--- config.mk ---
export PLATFORM = sky130hd
export DESIGN_NAME = sel_encode_seq
export DESIGN_NICKNAME = d
export VERILOG_FILES = /design/src/rtl/sel_pkg.sv /design/src/rtl/onehot_dec.sv /design/src/rtl/sel_encode_seq.sv
export SDC_FILE = /design/constraint.sdc
export NUM_CORES = 1
export LEC_CHECK = 0
export ABC_AREA = 1
export ABC_CLOCK_PERIOD_IN_PS = 6000
export CORE_MARGIN = 2
export CORE_UTILIZATION = 40
export CTS_CLUSTER_SIZE = 40
export DETAILED_ROUTE_END_ITERATION = 10
export PLACE_DENSITY_LB_ADDON = 0.2
export RECOVER_POWER = 100
export SETUP_SLACK_MARGIN = 0.2
export SYNTH_ARGS = -nofsm -noshare
export SYNTH_HDL_FRONTEND = slang
export SYNTH_SLANG_ARGS = --single-unit
--- constraint.sdc ---
create_clock -name clock -period 6 [get_ports clock]
set_input_delay 1.8 -clock clock [delete_from_list [all_inputs] [get_ports clock]]
set_output_delay 1.8 -clock clock [all_outputs]
set_load 0.02 [all_outputs]
--- src/rtl/sel_pkg.sv ---
// Shared encodings for the register select/encode unit: sequencer states,
// field-select codes and the default instruction field layout.
package sel_pkg;

  localparam int STATE_W = 3;

  localparam logic [STATE_W-1:0] S_IDLE = 3'd0;
  localparam logic [STATE_W-1:0] S_RD_B = 3'd1;
  localparam logic [STATE_W-1:0] S_RD_C = 3'd2;
  localparam logic [STATE_W-1:0] S_WR_A = 3'd3;
  localparam logic [STATE_W-1:0] S_FIN  = 3'd4;

  typedef enum logic [1:0] {
    FLD_NONE = 2'd0,
    FLD_RA   = 2'd1,
    FLD_RB   = 2'd2,
    FLD_RC   = 2'd3
  } fld_e;

  localparam int DEF_DATA_W   = 32;
  localparam int DEF_NUM_REGS = 16;
  localparam int DEF_SEL_W    = 4;
  localparam int DEF_IMM_W    = 15;
  localparam int DEF_RA_LSB   = 23;
  localparam int DEF_RB_LSB   = 19;
  localparam int DEF_RC_LSB   = 15;

endpackage

--- src/rtl/onehot_dec.sv ---
// Register index to one-hot enable decoder; flags indices beyond the file size.
module onehot_dec
  import sel_pkg::*;
#(
  parameter int SEL_W    = DEF_SEL_W,
  parameter int NUM_REGS = DEF_NUM_REGS
) (
  input  logic [SEL_W-1:0]    idx_i,
  output logic [NUM_REGS-1:0] onehot_o,
  output logic                oor_o
);

  always_comb begin
    onehot_o = '0;
    for (int i = 0; i < NUM_REGS; i++) begin
      onehot_o[i] = (int'(idx_i) == i);
    end
    oor_o = (int'(idx_i) >= NUM_REGS);
  end

endmodule

--- src/rtl/sel_encode_seq.sv ---
// Select-and-encode unit: private IR copy, one-hot register enables from the
// Ra/Rb/Rc fields (manual strobes or auto sequence) and sign-extended C.
module sel_encode_seq
  import sel_pkg::*;
#(
  parameter int DATA_W   = DEF_DATA_W,
  parameter int NUM_REGS = DEF_NUM_REGS,
  parameter int SEL_W    = DEF_SEL_W,
  parameter int IMM_W    = DEF_IMM_W,
  parameter int RA_LSB   = DEF_RA_LSB,
  parameter int RB_LSB   = DEF_RB_LSB,
  parameter int RC_LSB   = DEF_RC_LSB
) (
  input  logic                clock,
  input  logic                clear,
  input  logic                ir_load,
  input  logic [DATA_W-1:0]   ir_in,
  input  logic                g_ra,
  input  logic                g_rb,
  input  logic                g_rc,
  input  logic                r_in,
  input  logic                r_out,
  input  logic                ba_out,
  input  logic                start,
  input  logic                imm_sel,
  input  logic                stall,
  input  logic                err_clr,
  output logic [DATA_W-1:0]   c_out,
  output logic                c_out_en,
  output logic [NUM_REGS-1:0] rx_in,
  output logic [NUM_REGS-1:0] rx_out,
  output logic                ba_zero,
  output logic                busy,
  output logic                done,
  output logic                sel_err
);

  logic [DATA_W-1:0]   ir_q, ir_d;
  logic [STATE_W-1:0]  state_q, state_d;
  logic                imm_sel_q, imm_sel_d;
  logic                stalled_q, stalled_d;
  logic [NUM_REGS-1:0] rx_in_q, rx_in_d;
  logic [NUM_REGS-1:0] rx_out_q, rx_out_d;
  logic                c_out_en_q, c_out_en_d;
  logic                ba_zero_q, ba_zero_d;
  logic                done_q, done_d;
  logic                sel_err_q, sel_err_d;

  logic [STATE_W-1:0]  issue_s;
  logic                man_en;
  logic                manual_any;
  logic [1:0]          g_cnt;
  logic                err_ir, err_seq, err_man, err_rng;
  fld_e                fld_sel;
  logic                want_in, want_out, want_ba, want_c;
  logic [SEL_W-1:0]    fld_idx;
  logic [NUM_REGS-1:0] fld_onehot;
  logic                fld_oor;
  logic                fld_ok;
  logic                unused_ir;

  function automatic logic [STATE_W-1:0] next_step(input logic [STATE_W-1:0] s);
    case (s)
      S_RD_B:  next_step = S_RD_C;
      S_RD_C:  next_step = S_WR_A;
      S_WR_A:  next_step = S_FIN;
      default: next_step = S_IDLE;
    endcase
  endfunction

  assign busy       = (state_q != S_IDLE);
  assign manual_any = g_ra | g_rb | g_rc | r_in | r_out | ba_out;
  assign g_cnt      = {1'b0, g_ra} + {1'b0, g_rb} + {1'b0, g_rc};

  // Sequencer: issue_s names the step whose enables appear next cycle.
  always_comb begin
    state_d   = state_q;
    imm_sel_d = imm_sel_q;
    stalled_d = 1'b0;
    ir_d      = ir_q;
    issue_s   = S_IDLE;
    man_en    = 1'b0;
    err_ir    = 1'b0;
    err_seq   = 1'b0;

    if (ir_load) begin
      if (busy) err_ir = 1'b1;
      else      ir_d   = ir_in;
    end

    case (state_q)
      S_IDLE: begin
        if (start) begin
          state_d   = S_RD_B;
          imm_sel_d = imm_sel;
          issue_s   = S_RD_B;
          err_seq   = manual_any;
        end else begin
          man_en = 1'b1;
        end
      end
      S_RD_B, S_RD_C, S_WR_A: begin
        err_seq = start | manual_any;
        if (stall) begin
          stalled_d = 1'b1;
        end else begin
          // After a stall the interrupted step is replayed before advancing.
          issue_s = stalled_q ? state_q : next_step(state_q);
          state_d = issue_s;
        end
      end
      S_FIN: begin
        err_seq = start | manual_any;
        state_d = S_IDLE;
      end
      default: state_d = S_IDLE;
    endcase
  end

  always_comb begin
    fld_sel  = FLD_NONE;
    want_in  = 1'b0;
    want_out = 1'b0;
    want_ba  = 1'b0;
    want_c   = 1'b0;
    done_d   = 1'b0;
    err_man  = 1'b0;

    case (issue_s)
      S_RD_B: begin
        fld_sel  = FLD_RB;
        want_out = 1'b1;
      end
      S_RD_C: begin
        if (imm_sel_q) begin
          want_c = 1'b1;
        end else begin
          fld_sel  = FLD_RC;
          want_out = 1'b1;
        end
      end
      S_WR_A: begin
        fld_sel = FLD_RA;
        want_in = 1'b1;
      end
      S_FIN: done_d = 1'b1;
      default: begin
        if (man_en) begin
          err_man = (g_cnt > 2'd1) | (r_in & (r_out | ba_out));
          if (g_ra)      fld_sel = FLD_RA;
          else if (g_rb) fld_sel = FLD_RB;
          else if (g_rc) fld_sel = FLD_RC;
          want_in  = r_in;
          want_out = ~r_in & (r_out | ba_out);
          want_ba  = ~r_in & ba_out;
        end
      end
    endcase
  end

  always_comb begin
    case (fld_sel)
      FLD_RA:  fld_idx = ir_q[RA_LSB +: SEL_W];
      FLD_RB:  fld_idx = ir_q[RB_LSB +: SEL_W];
      FLD_RC:  fld_idx = ir_q[RC_LSB +: SEL_W];
      default: fld_idx = '0;
    endcase
  end

  onehot_dec #(
    .SEL_W    (SEL_W),
    .NUM_REGS (NUM_REGS)
  ) u_dec (
    .idx_i    (fld_idx),
    .onehot_o (fld_onehot),
    .oor_o    (fld_oor)
  );

  // A base-address read of R0 suppresses the register and asks for a zero bus.
  always_comb begin
    fld_ok     = (fld_sel != FLD_NONE) && !fld_oor;
    err_rng    = (fld_sel != FLD_NONE) && fld_oor && (want_in || want_out);
    rx_in_d    = (want_in && fld_ok) ? fld_onehot : '0;
    ba_zero_d  = want_ba && fld_ok && (fld_idx == '0);
    rx_out_d   = (want_out && fld_ok && !ba_zero_d) ? fld_onehot : '0;
    c_out_en_d = want_c;
    if (err_ir || err_seq || err_man || err_rng) sel_err_d = 1'b1;
    else if (err_clr)                            sel_err_d = 1'b0;
    else                                         sel_err_d = sel_err_q;
  end

  always_ff @(posedge clock or negedge clear) begin
    if (!clear) begin
      ir_q       <= '0;
      state_q    <= S_IDLE;
      imm_sel_q  <= 1'b0;
      stalled_q  <= 1'b0;
      rx_in_q    <= '0;
      rx_out_q   <= '0;
      c_out_en_q <= 1'b0;
      ba_zero_q  <= 1'b0;
      done_q     <= 1'b0;
      sel_err_q  <= 1'b0;
    end else begin
      ir_q       <= ir_d;
      state_q    <= state_d;
      imm_sel_q  <= imm_sel_d;
      stalled_q  <= stalled_d;
      rx_in_q    <= rx_in_d;
      rx_out_q   <= rx_out_d;
      c_out_en_q <= c_out_en_d;
      ba_zero_q  <= ba_zero_d;
      done_q     <= done_d;
      sel_err_q  <= sel_err_d;
    end
  end

  assign c_out     = {{(DATA_W-IMM_W){ir_q[IMM_W-1]}}, ir_q[IMM_W-1:0]};
  assign c_out_en  = c_out_en_q;
  assign rx_in     = rx_in_q;
  assign rx_out    = rx_out_q;
  assign ba_zero   = ba_zero_q;
  assign done      = done_q;
  assign sel_err   = sel_err_q;
  assign unused_ir = ^ir_q;

endmodule

## Word-level counts from Yosys, hierarchy flattened

Cells that the tools add are included.
Widths: inputs -> output; s select.

- Register bits: 68
- Bits in latches: 0
- Memory bits (writable): 0
- Memory bits (read-only): 0
- Input bits: 45
- Output and inout port bits: 69
- Logic and storage cells: 115
- Memories: 0

- $add $sub $neg: 2
- Multiply operators: 0
- Divide/modulo/power cells: 0
- Order comparisons: 1
- Equality and inequality tests: 28
- Shift operators: 0
- Mux-type cells: 39
- Bitwise gates (word level): 13
- Reduce and logical (&&, ||, !) cells: 22

Operators with widths:

| kind | number |
|---|---|
| $eq 4x4->1 const B | 8 |
| $mux 16 | 2 |
| $mux 1 | 20 |
| $eq 4x3->1 const B | 4 |
| $eq 3x2->1 const B | 4 |
| $mux 3 | 4 |
| $pmux 3 s2 | 2 |
| $pmux 4 s3 | 1 |
| $mux 2 | 5 |
| $pmux 3 s3 | 1 |
| $eq 4x2->1 const B | 2 |
| $logic_not 4->1 | 2 |
| $or 1x1->1 | 8 |
| $pmux 2 s4 | 1 |
| $reduce_or 4->1 | 2 |
| $eq 3x1->1 const B | 2 |
| $eq 3x3->1 const B | 2 |
| $reduce_and 2->1 | 3 |
| $reduce_or 3->1 | 2 |
| $logic_and 1x1->1 | 5 |
| $eq 2x2->1 const B | 2 |
| $eq 4x1->1 const B | 1 |
| $ne 2x2->1 const B | 2 |
| $pmux 1 s2 | 2 |
| other kinds (13) | 18 |

## Depth between registers and ports, before layout

- Word-level depth: 14
- Gate-level depth with buffers: 16

## Cells and area by module

From an unflattened synthesis, not the netlist that was laid out.

- Cells, all modules: 319
- Area, all modules: 3,256.9 um2

By module, submodules not included:

| module | instances | cells each | area an instance (um2) |
|---|---|---|---|
| sel_encode_seq | 1 | 289 | 3,140.5 |
| onehot_dec | 1 | 30 | 116.4 |

## Worst setup path before layout

No wires, ideal clock.

- Kind: input to register
- Start: input port stall
- End: register rx_out_q[10] (netlist: rx_out[10])
- Setup time: 0.116 ns
- Data arrival time: 3.149 ns
- Data required time: 5.884 ns
- Setup slack: 2.735 ns
- Cell stages on the path: 13
- Buffers on the path: 1
- Cells stage by stage: nor2_1 > nand2_1 > nor2_2 > inv_1 > nand2_1 > nand3_4 > nand3_1 > nand3_2 > nor2_4 > nand3_4 > nand2_4 > buf_12 > nor2_2

- Word-level cells in the longest chain between the ends: 11
- Elaborated cells on any way between the ends: 24
- Classes of those cells: 8 x eq/ne; 7 x mux; 9 x reduce/logical

RTL lines:

| item | RTL line | text |
|---|---|---|
| from (decl) | sel_encode_seq.sv:26 | `input logic stall,` |
| $mux 3 (*) | sel_encode_seq.sv:104 | `if (stall) begin` |
| $pmux 3 s2 (*) | sel_encode_seq.sv:91 | `case (state_q)` |
| $eq 3x3->1 (tied with other cells) | sel_encode_seq.sv:129 | `case (issue_s)` |
| $pmux 2 s4 | sel_encode_seq.sv:129 |  |
| $eq 2x2->1 or $eq 2x1->1 (tied branches) | sel_encode_seq.sv:162 | `case (fld_sel)` |
| $pmux 4 s3 | sel_encode_seq.sv:162 |  |
| $logic_not 4->1 | sel_encode_seq.sv:184 | `ba_zero_d = want_ba && fld_ok && (fld_idx == '0);` |
| $logic_and 1x1->1 | sel_encode_seq.sv:184 |  |
| $logic_not 1->1 | sel_encode_seq.sv:185 | `rx_out_d = (want_out && fld_ok && !ba_zero_d) ? fld_onehot : '0;` |
| $logic_and 1x1->1 | sel_encode_seq.sv:185 |  |
| $mux 16 (*) | sel_encode_seq.sv:185 |  |
| net rx_out_d[10] | sel_encode_seq.sv:43 | `logic [NUM_REGS-1:0] rx_out_q, rx_out_d;` |
| to (signal assigned) | sel_encode_seq.sv:210 | `rx_out_q <= rx_out_d;` |
| to (decl) | sel_encode_seq.sv:43 |  |

The timed path passes the listed nets; every way through them passes the cells marked *.
A chain may end at the register's enable or synchronous reset.

## Worst setup path after layout

- Start: input port stall
- End: register rx_in_q[13] (netlist: rx_in[13])

- Word-level cells in the longest chain between the ends: 8
- Elaborated cells on any way between the ends: 17
- Classes of those cells: 8 x eq/ne; 6 x mux; 3 x reduce/logical

RTL lines:

| item | RTL line | text |
|---|---|---|
| $mux 3 (*) | sel_encode_seq.sv:104 |  |
| $pmux 3 s2 (*) | sel_encode_seq.sv:91 |  |
| $eq 3x3->1 (tied with other cells) | sel_encode_seq.sv:129 |  |
| $pmux 2 s4 | sel_encode_seq.sv:129 |  |
| $eq 2x2->1 or $eq 2x1->1 (tied branches) | sel_encode_seq.sv:162 |  |
| $pmux 4 s3 | sel_encode_seq.sv:162 |  |
| $eq 4x3->1 | onehot_dec.sv:16 | `onehot_o[i] = (int'(idx_i) == i);` |
| $mux 16 (*) | sel_encode_seq.sv:183 | `rx_in_d = (want_in && fld_ok) ? fld_onehot : '0;` |
| net rx_in_d[13] | sel_encode_seq.sv:42 | `logic [NUM_REGS-1:0] rx_in_q, rx_in_d;` |
| to (signal assigned) | sel_encode_seq.sv:209 | `rx_in_q <= rx_in_d;` |
| to (decl) | sel_encode_seq.sv:42 |  |

Marks and branches as above.

==> impl_summary.txt <==
----------------------------------------------------
[Outcome]
  Outcome ... complete, no violations

[STA]
  Slew Viols, Final ... 0
  Slew headroom ... 19.46%
  Max Clock Skew ... roughly 16 ps
  RSZ-0062 raised after global routing ... false
  Maximum clock rate ... about 0.23 GHz
  Portion of the clock cycle consumed by the worst path in the final layout ... slightly above 70%
  Final setup viols ... 0
  Final Hold Viols ... 0
  Final Critical Period ... roughly 4300 ps
  Setup TNS ... 0 ps
  Transition at the pin with the smallest max-transition slack ... ~1200 ps
  Post-route setup slack ... approximately 1700 ps

[Logic synthesis]
  Gate count of the mapped netlist ... between 200 and 300
  Count of synthesis-stage warnings from yosys ... 0
  Net count after synthesis ... between 300 and 400
  Number of enable flip-flop cells after synthesis ... 0
  Sequential cell area fraction in the yosys report ... approximately 55%
  Cell area after synthesis ... between 0.003 and 0.004 mm²
  Cells taking the most area after synthesis ... dfrtp_1 (55%), mux2_2 (9.9%), buf_4 (7.8%), nand2_1 (4.5%), nor2_1 (4.1%)
  Top cell type's share of synthesized area ... a little under three fifths
  Post-Synthesis Mean Instance Area ... 10.70 µm²
  Prevailing post-synth register cell ... dfrtp_1
  Post-synth top area cell ... dfrtp_1
  Total of flip-flops plus latches after synthesis ... 68
  Number of library cell types mapped by synthesis ... 27
  Async set-or-reset flop fraction in the synthesized netlist ... between 90% and 100%

[Route]
  Post-route DRC ... 0
  Detailed-route via count ... between 2k and 2.5k
  Routed Wire Length ... about 6100 µm
  Routed wire per std cell ... between 10 and 15 µm
  Per-cell via count in the routed design ... 4.511
  Pre-Repair DR Iteration Count ... 4
  Number of violations reported at the end of detailed-routing iteration 0 ... 58
  Number of nets with antenna violations after detailed routing ... 0

[Clock tree]
  Clk pin slew, worst setup/hold paths ... approximately 70 ps
  Deepest level of the CTS H-tree ... 3
  Buffer type at the clock tree root ... clkbuf_8
  Number of buffers created by CTS ... 9
  CTS tree ... yes
  Clock latency on the worst-skew pair ... 340 ps
  Post-CTS setup repair buffer count ... 0
  Cts hold-fix bufs ... 0
  Number of buffers on the longest clock path ... 2
  Post_cts resized ... 0
  Count of clock tree sinks ... 68

[Power]
  Gate power share ... between 40 and 50%
  Switching part of the total ... roughly 42%
  Internal power consumption ... 1.179 mW
  Post-route total power ... approximately 2.0 mW
  P_sw ... between 800 and 900 µW
  Leakage power total ... approximately 2.0 nW
  Fraction of power consumed by the clock network ... between 10% and 20%
  Worst-case vdd ir drop ... about 0.24 mV
  Part of the total power dissipated in sequential elements ... about a third
  Power per cell area ... around 490 mW/mm²

[Final layout]
  Signed area change from the synthesized netlist to the final layout ... 34.88%
  Layout Nets ... 418
  Final instance count without filler cells ... ~480
  Fraction of layout cells with a size suffix above 1 ... approximately 17%
  Antenna fix cells ... 0
  Most frequent cells in the layout ... dlygate4sd3_1 (73), dfrtp_1 (68), nor2_1 (44), nand2_1 (37), clkdlybuf4s50_1 (34)
  Share of the core filled with cells ... about 55%
  Leading cell type in the layout, fill and taps excluded ... dlygate4sd3_1

[Global routing]
  Wire length of the first global-routing pass ... 9998 µm
  Maximum number of pins on one net before global-route repair ... roughly 70
  Antenna violations before repair ... 0
  Total grt overflow ... 0
  Routing usage on met1 ... between 10% and 20%
  Vias in the first global route ... 2133
  Met2 global-route usage ... roughly a quarter
  All-Layer GR Usage ... between 15 and 20%
  Gr busiest metal ... met2
  Met3 Use GR ... under 10%

[Floorplan]
  Number of top-level pins ... around 110
  Standard-cell row count ... 32
  Horizontal die dimension ... 91.78 µm
  Die height ... 91.78 µm
  Initial Utilization ... 40.51%
  Die footprint ... between 0.008 and 0.009 mm²
  Area of the core ... 0.007607 mm²

[Place]
  DP Worst Slack ... between 1500 and 2000 ps
  I/O Buffers ... ~110
  Half-perimeter wire length after placement ... 4315 µm
  Final weighted congestion in routability-driven placement ... approximately 0.76
  Number of cells after detailed placement ... roughly 460

[Flow run]
  Max-capacitance violation count ... 0

[Worst setup path]
  Worst Setup Start Kind ... input port
  Reg2Reg Capture Point ... rx_in[13]
  Critical Path AT ... about 4500 ps
  Required time of the critical path ... 6260 ps
  Type of destination of the critical path ... flip-flop
  Worst setup slack for register-to-register paths ... ~3300 ps
  Max FO, Critical Path ... 9
  Worst flop-to-flop path startpoint ... state_q[0]
  R2R cell count ... 13
  Crit Path Class ... in -> reg

[Hold path]
  Hold crit path type ... reg -> reg
  Depth of the worst hold-timing path ... 1
  Endpoint of the worst hold path ... ir_q[12]
  Hold path startpoint ... ir_q[12]

----------------------------------------------------
[stage by stage]
step           instance area (µm²)  hold WS (ps)
2_1_floorplan                 3082         479.8
3_3_place_gp                  4021         486.7
3_5_place_dp                  4021         494.6
4_1_cts                       4219         512.6
5_1_grt                       4156         522.9
6_report                      4156         503.6
[worst max-delay path by stage]
stage / slack, ps / cells after the start / end / startpoint
2_1_floorplan: 2730 / 13 / rx_out[10] / stall
3_3_place_gp: 1940 / 14 / rx_out[7] / stall
3_5_place_dp: 1890 / 14 / rx_in[7] / stall
4_1_cts: 2250 / 14 / rx_in[7] / stall
5_1_grt: 1370 / 13 / rx_out[3] / stall
6_report: 1740 / 14 / rx_in[13] / stall
[power by group through the flow]
stage | logic, mW | clock network [mW] | registers, mW
floorplan | 0.848 | 0 | 0.687
global placement | 1.11 | 0 | 0.669
detailed placement | 1.12 | 0 | 0.676
CTS | 1.12 | 0.370 | 0.667
global route | 1.11 | 0.391 | 0.678
finish | 1.02 | 0.362 | 0.657
[cell families (layout without fill, tap and decap cells)]
kind of cell | Yosys count | in the layout | share of synthesized area (%)
simple gates | 122 | 122 | 20.75
flops | 68 | 68 | 55.22
mux | 27 | 27 | 9.866
buf+inv | 58 | 147 | 11.49
compound gates | 12 | 12 | 2.274
fa+ha+maj | 1 | 1 | 0.4059
[final cells by class]
class | count | area (µm²)
Timing Repair Buffer | 109 | 1084
Inverter | 22 | 82.58
Fill cell | 672 | 3451
Sequential cell | 68 | 1702
Clock inverter | 4 | 32.53
Multi-Input combinational cell | 162 | 963.4
Tap cell | 102 | 127.6
Clock buffer | 12 | 165.2
[synth_stat cells (all sizes together), types with 2 or more instances]
library cell,count
clkbuf,3
dfrtp,68
inv,22
mux2,27
nor3,4
nand3,18
buf,33
nand4,2
nand2,44
nor2,52
a21oi,5
o21ai,3
[routing by layer]
metal / vias up / part of all wire [%] / routed length [µm]
met5: - / 0 / 0
met4: 0 / 1.0 / 62
met3: 5 / 6.3 / 381
met2: 73 / 49 / 2982
met1: 1020 / 43 / 2631
li1: 1063 / - / -
[flip-flops by register name (all words and copies together) (netlist names)]
signal and count:
ba_zero 1, c_out_en 1, done 1, imm_sel_q 1
ir_q 27, rx_in 16, rx_out 16, sel_err 1
stalled_q 1, state_q 3
[critical path, cell delays in order]
cell	delay [ps]
dlygate4sd3_1	590
nor2_1	100
nand2_1	70
nor2_1	230
inv_1	130
nand2_1	100
nand3_1	250
nor2_1	320
nand2_1	90
nand3_1	180
inv_1	80
nor2_1	310
nand2_1	140
nor2_1	120
No activity file was read; power rests on OpenSTA's default activity.
